[src/rtl/sparam_sweep_ctrl.sv]
// Frequency/port sweep sequencer feeding the S-parameter measurement stage.
// Optional measurement timeout enabled by defining SWEEP_TIMEOUT_EN.
module sparam_sweep_ctrl #(
    parameter int NPORTS  = 4,
    parameter int FW      = 32,
    parameter int PW      = 16,
    parameter int DW      = 32,
    parameter int SW      = 16,
    parameter int TIMEOUT = 1024
) (
    input  logic          clk,
    input  logic          rst_n,
    input  logic          start,
    input  logic          abort,
    input  logic [FW-1:0] f_start,
    input  logic [FW-1:0] f_step,
    input  logic [PW-1:0] n_points,
    input  logic [SW-1:0] settle_cycles,
    output logic [FW-1:0] f_word,
    output logic [3:0]    port_sel,
    output logic          src_en,
    output logic          meas_req,
    input  logic          meas_ack,
    input  logic [DW-1:0] meas_data,
    output logic          rec_valid,
    input  logic          rec_ready,
    output logic [DW-1:0] rec_data,
    output logic [PW-1:0] rec_point,
    output logic [3:0]    rec_port,
    output logic          rec_err,
    output logic          busy,
    output logic          done
);

    localparam logic [2:0] S_IDLE    = 3'd0;
    localparam logic [2:0] S_SETTLE  = 3'd1;
    localparam logic [2:0] S_MEASURE = 3'd2;
    localparam logic [2:0] S_EMIT    = 3'd3;
    localparam logic [2:0] S_DONE    = 3'd4;

    if (NPORTS < 2 || NPORTS > 15 || TIMEOUT < 1) begin : g_bad_cfg
        $error("sparam_sweep_ctrl: NPORTS must be 2..15 and TIMEOUT at least 1");
    end

    logic [2:0]    state;
    logic [FW-1:0] f_step_q;
    logic [PW-1:0] n_pts_q;
    logic [PW-1:0] point;
    logic [SW-1:0] settle_cnt;
    logic          last_port;
    logic          last_point;

    assign last_port  = (port_sel == 4'(NPORTS));
    assign last_point = (point == n_pts_q - PW'(1));

    // Control outputs decode straight from the state so abort and reset clear them together.
    assign busy      = (state != S_IDLE);
    assign src_en    = (state == S_SETTLE) || (state == S_MEASURE) || (state == S_EMIT);
    assign meas_req  = (state == S_MEASURE);
    assign rec_valid = (state == S_EMIT);
    assign done      = (state == S_DONE);

`ifdef SWEEP_TIMEOUT_EN
    localparam int TW = $clog2(TIMEOUT + 1);
    logic [TW-1:0] tmo_cnt;
    logic          tmo_hit;
    assign tmo_hit = (tmo_cnt == TW'(TIMEOUT - 1));
`else
    assign rec_err = 1'b0;
`endif

    // NOTE: every register below is updated with non-blocking assignments so all
    // branches see the pre-edge values; the reset arm is asynchronous.
    always_ff @(posedge clk or negedge rst_n) begin
        if (!rst_n) begin
            state      <= S_IDLE;
            f_step_q   <= '0;
            n_pts_q    <= '0;
            point      <= '0;
            settle_cnt <= '0;
            f_word     <= '0;
            port_sel   <= '0;
            rec_data   <= '0;
            rec_point  <= '0;
            rec_port   <= '0;
`ifdef SWEEP_TIMEOUT_EN
            tmo_cnt    <= '0;
            rec_err    <= 1'b0;
`endif
        end else if (abort) begin
            // A pending record is dropped and the outputs return to their idle values.
            state      <= S_IDLE;
            point      <= '0;
            settle_cnt <= '0;
            f_word     <= '0;
            port_sel   <= '0;
            rec_data   <= '0;
            rec_point  <= '0;
            rec_port   <= '0;
`ifdef SWEEP_TIMEOUT_EN
            tmo_cnt    <= '0;
            rec_err    <= 1'b0;
`endif
        end else begin
            case (state)
                S_IDLE: begin
                    if (start) begin
                        if (n_points != '0) begin
                            f_step_q   <= f_step;
                            n_pts_q    <= n_points;
                            f_word     <= f_start;
                            port_sel   <= 4'd1;
                            point      <= '0;
                            settle_cnt <= settle_cycles;
                            state      <= S_SETTLE;
                        end else begin
                            state <= S_DONE;
                        end
                    end
                end
                S_SETTLE: begin
                    if (settle_cnt == '0) begin
                        state <= S_MEASURE;
`ifdef SWEEP_TIMEOUT_EN
                        tmo_cnt <= '0;
`endif
                    end else begin
                        settle_cnt <= settle_cnt - SW'(1);
                    end
                end
                S_MEASURE: begin
                    if (meas_ack) begin
                        rec_data  <= meas_data;
                        rec_point <= point;
                        rec_port  <= port_sel;
                        state     <= S_EMIT;
`ifdef SWEEP_TIMEOUT_EN
                        rec_err   <= 1'b0;
                    end else if (tmo_hit) begin
                        rec_data  <= '0;
                        rec_point <= point;
                        rec_port  <= port_sel;
                        rec_err   <= 1'b1;
                        state     <= S_EMIT;
                    end else begin
                        tmo_cnt <= tmo_cnt + TW'(1);
`endif
                    end
                end
                S_EMIT: begin
                    if (rec_ready) begin
                        settle_cnt <= settle_cycles;
                        if (!last_port) begin
                            port_sel <= port_sel + 4'd1;
                            state    <= S_SETTLE;
                        end else if (last_point) begin
                            state <= S_DONE;
                        end else begin
                            // Frequency word wraps silently modulo 2^FW.
                            port_sel <= 4'd1;
                            point    <= point + PW'(1);
                            f_word   <= f_word + f_step_q;
                            state    <= S_SETTLE;
                        end
                    end
                end
                S_DONE: begin
                    port_sel <= '0;
                    state    <= S_IDLE;
                end
                default: state <= S_IDLE;
            endcase
        end
    end

endmodule

[config.mk]
export PLATFORM = sky130hd
export DESIGN_NAME = sparam_sweep_ctrl
export DESIGN_NICKNAME = d
export VERILOG_FILES = /design/src/rtl/sparam_sweep_ctrl.sv
export SDC_FILE = /design/constraint.sdc
export NUM_CORES = 1
export LEC_CHECK = 0
export CAP_MARGIN = 10
export CORE_ASPECT_RATIO = 1.25
export CORE_MARGIN = 2
export CORE_UTILIZATION = 40
export CTS_CLUSTER_SIZE = 28
export DETAILED_ROUTE_END_ITERATION = 8
export GPL_ROUTABILITY_DRIVEN = 0
export PLACE_DENSITY = 0.68
export SYNTH_ARGS = -nofsm -noshare
export SYNTH_HDL_FRONTEND = slang
export SYNTH_SLANG_ARGS = --single-unit
[constraint.sdc]
create_clock -name clk -period 3.3 [get_ports clk]
set_input_delay 0.495 -clock clk [delete_from_list [all_inputs] [get_ports clk]]
set_output_delay 0.495 -clock clk [all_outputs]
set_load 0.03 [all_outputs]
==> results of run 1 <==
==> cell usage in the layout, fill, tap and decap left out, types with 6 or more instances in the layout <==
master / count
or2_2: 7
nor4_1: 8
and3_1: 10
o211ai_1: 8
clkdlybuf4s50_1: 224
nand2b_1: 12
buf_4: 32
dfrtp_1: 171
nand3_1: 26
o31ai_1: 28
inv_1: 28
mux2_2: 49
a21o_1: 9
or3_1: 12
a211oi_1: 10
or4_1: 9
clkbuf_16: 19
nand3b_1: 7
a22oi_1: 12
o21ai_0: 54
nor3_1: 28
ha_1: 36
mux2i_1: 12
nor2_1: 73
nand4_1: 8
xnor2_1: 15
a22o_1: 13
a31oi_1: 11
xor2_1: 18
o21a_1: 11
nor3b_1: 6
nand2_1: 197
a21oi_1: 111
==> routing by layer <==
metal | wire length, um | vias up
met5 | 0 | -
met4 | 758 | 0
met3 | 1820 | 38
met2 | 14500 | 255
met1 | 13100 | 4598
li1 | - | 4607
==> power by group through the flow <==
stage / logic (mW) / clock network [mW] / registers [mW]
after floorplan: 3.92 / 0 / 3.47
after global placement: 5.89 / 0 / 3.23
after detailed placement: 5.97 / 0 / 3.23
after CTS: 6.01 / 2.04 / 3.21
after global routing: 6.82 / 2.12 / 3.30
final: 6.19 / 2.00 / 3.21
==> registers in the layout, summed over array words and instances, names as in the netlist <==
name and cells:
rec_port 4, rec_data 32, port_sel 4, point 16, f_word 32, n_pts_q 16, state 3, f_step_q 32
settle_cnt 16, rec_point 16
==> how the worst max path moves through the flow <==
stage	from	end	slack, ns	cells past startpoint
floorplan	n_pts_q[0]	point[0]	0.16	12
global placement	n_pts_q[0]	f_word[8]	0.10	12
detailed placement	n_pts_q[0]	f_word[10]	0.06	11
CTS	n_pts_q[0]	f_word[10]	0.05	11
global route	n_pts_q[1]	f_word[1]	-0.07	12
finish	n_pts_q[1]	f_word[1]	0.06	12
==> worst max-delay path, stage by stage (launching register included) <==
cell and delay [ns]:
dfrtp_1 0.37, inv_1 0.06, ha_1 0.15, or4b_4 0.47
buf_4 0.15, or4_4 0.44, mux2i_2 0.20, o22ai_2 0.11
a2111o_1 0.39, o21ai_4 0.28, buf_4 0.19, clkbuf_16 0.18
o31ai_1 0.08
==> Yosys cell counts (6+ instances only) <==
master    number  share of area, %
nand2b_1      12              0.73
xor2_1        18               1.5
o31ai_1       28               2.1
o211ai_1       8              0.59
a21oi_1      112               5.5
a21o_1         9              0.66
a22oi_1       12              0.88
nor3b_1        6              0.44
o22ai_1        6              0.37
ha_1          36               4.4
inv_1         28               1.0
or4_1         10              0.73
nor3_1        28               1.4
nand3b_1       7              0.51
o21ai_0       54               2.6
mux2_2        49               5.4
a31oi_1       11              0.67
o21a_1        11              0.81
nor4_1         8              0.49
nor2_1        73               2.7
and3_1        10              0.61
mux2i_1       13               1.3
or3_1         12              0.73
or2_2          7              0.43
nand3_1       27               1.3
xnor2_1       15               1.3
nand4_1        8              0.49
clkbuf_1      59               2.2
dfrtp_1      171                42
nand2_1      197               7.2
a211oi_1      10              0.73
a22o_1        13               1.1
==> final cells by class <==
cell class / instances / area, sq um
Clock inverter: 11 / 120
Inverter: 29 / 109
Sequential cell: 171 / 4280
Multi-Input combinational cell: 884 / 5580
Fill cell: 2347 / 11600
Timing Repair Buffer: 267 / 2670
Antenna cell: 1 / 2.50
Clock buffer: 21 / 460
Tap cell: 335 / 419
==> logic make-up (layout without fill, tap and decap cells) <==
| group | count (synthesis) | count (layout) | share of synthesized area [%] |
|---|---|---|---|
| compound gates | 328 | 328 | 20.8 |
| simple gates | 423 | 423 | 19.2 |
| flops | 171 | 171 | 41.8 |
| other cells | 1 | 2 | 0.0366 |
| fa+ha+maj | 37 | 37 | 4.60 |
| xor+xnor | 33 | 33 | 2.82 |
| buf+inv | 100 | 328 | 4.03 |
| mux | 62 | 62 | 6.66 |
==> what timing repair did <==
item,in CTS,in global routing
setup buffers,0,4
resized for setup,0,10
setup endpoints to repair,0,32
==> flow_summary.ini, run 1 <==
[timing]
clock.fmax_mhz = 309
relSlewSlack_pct = 30.1
rsz0062_at_grt = yes
tns_ns = 0
worst_pin_slew_ns = 1.05
setup_viol = 0
fin_skew_ns = 0.00776
min_period_over_period_pct = 98.2
whs_ns = 0.0351
fin_ws_ns = 0.0595
min_period_ns = 3.24
hold_viol = 0
drv_slew = 0

[route]
drtPass1Iterations = 5
wl_per_cell_um = 17.6
drc_errors = 0
vias_per_cell = 5.53
ant_nets = 0
finalWirelength_um = 30200
drt_iter0_drc = 535
via_count = 9498

[pwr]
ir_drop_mv = 0.420
p_clk_share_pct = 17.6
power_frac_seq_pct = 28.1
p_leak_nw = 5.63
power.switching_mw = 4.87
power_mw = 11.4
p_comb_share_pct = 54.3
swShare_pct = 42.7
powerDensity_mw_per_mm2 = 836
internal_power_mw = 6.53

[floorplan]
core-area_sq_mm = 0.0252
dieArea_sq_mm = 0.0269
initial_core_util_pct = 40.6
rows = 65
die_x_um = 147
die_h_um = 183
pin_count = 228

[layout]
final_cell_count_no_fill = 1719
drive_gt1_share_pct = 10.7
post-route-util_pct = 54.1
nets = 1541
fin_area_sq_mm = 0.0136
syn_to_final_growth_pct = 33.2

[global_route]
grt_pass1_vias = 9132
grt_pass1_wl_um = 47600
gr-usage-met3_pct = 5.25
antenna_found_initial = 1
use_met2_pct = 36.4
busiest_layer = met2
grt_max_degree = 94
groute.usage.overall_pct = 22.0
grt_overflow_total = 0
use_met1_pct = 28.4

[status]
status = completed

[placement]
port_buffers = 226
place_area_sq_mm = 0.0129
place_ws_ns = 0.0571
post-place-cells = 1680
hpwl_um = 21500

[yosys]
synth_edf_count = 0
synth.distinct_cells = 73
syn_nets = 1326
ys_seq_elements = 171
post_synth.cell_area_avg_sq_um = 8.86
ys.flop_type = dfrtp_1
synth_area_sq_mm = 0.0102
ys_seq_area_share_pct = 41.8
yosysWarningCount = 0
async_flop_share_pct = 100
postSynthCellCount = 1155

[clocking]
cts_hold_buf = 0
numClockSinks = 171
cts-root-buf = clkbuf_16
clockBufferDepth = 2
cts_tree = yes
cts_buffers = 17
clkTransAtPathRegs_ns = 0.06
clk_latency_ns = 0.43
htreeDepth = 4

[worst_setup_path]
crit_required_ns = 3.57
r2r-end = f_word[1]
r2r-start = n_pts_q[1]
crit_arrival_ns = 3.51
crit_path_end_kind = register
critPathMaxFanout = 19
reg2reg_depth = 12
cp-start-kind = register
path_class = reg2reg
rrSetupSlack_ns = 0.06

[flow_run]
maxCapViolations = 0

[hold_path]
hold_class = in2async
No activity file was read; power rests on OpenSTA's default activity.
==> run 2: changes to the inputs <==
--- a/config.mk
+++ b/config.mk
@@ -5,7 +5,6 @@
 export SDC_FILE = /design/constraint.sdc
 export NUM_CORES = 1
 export LEC_CHECK = 0
-export CAP_MARGIN = 10
 export CORE_ASPECT_RATIO = 1.25
 export CORE_MARGIN = 2
 export CORE_UTILIZATION = 40
==> results of run 2 <==
The final DEF is identical to that of run 1; final timing and power are the same.
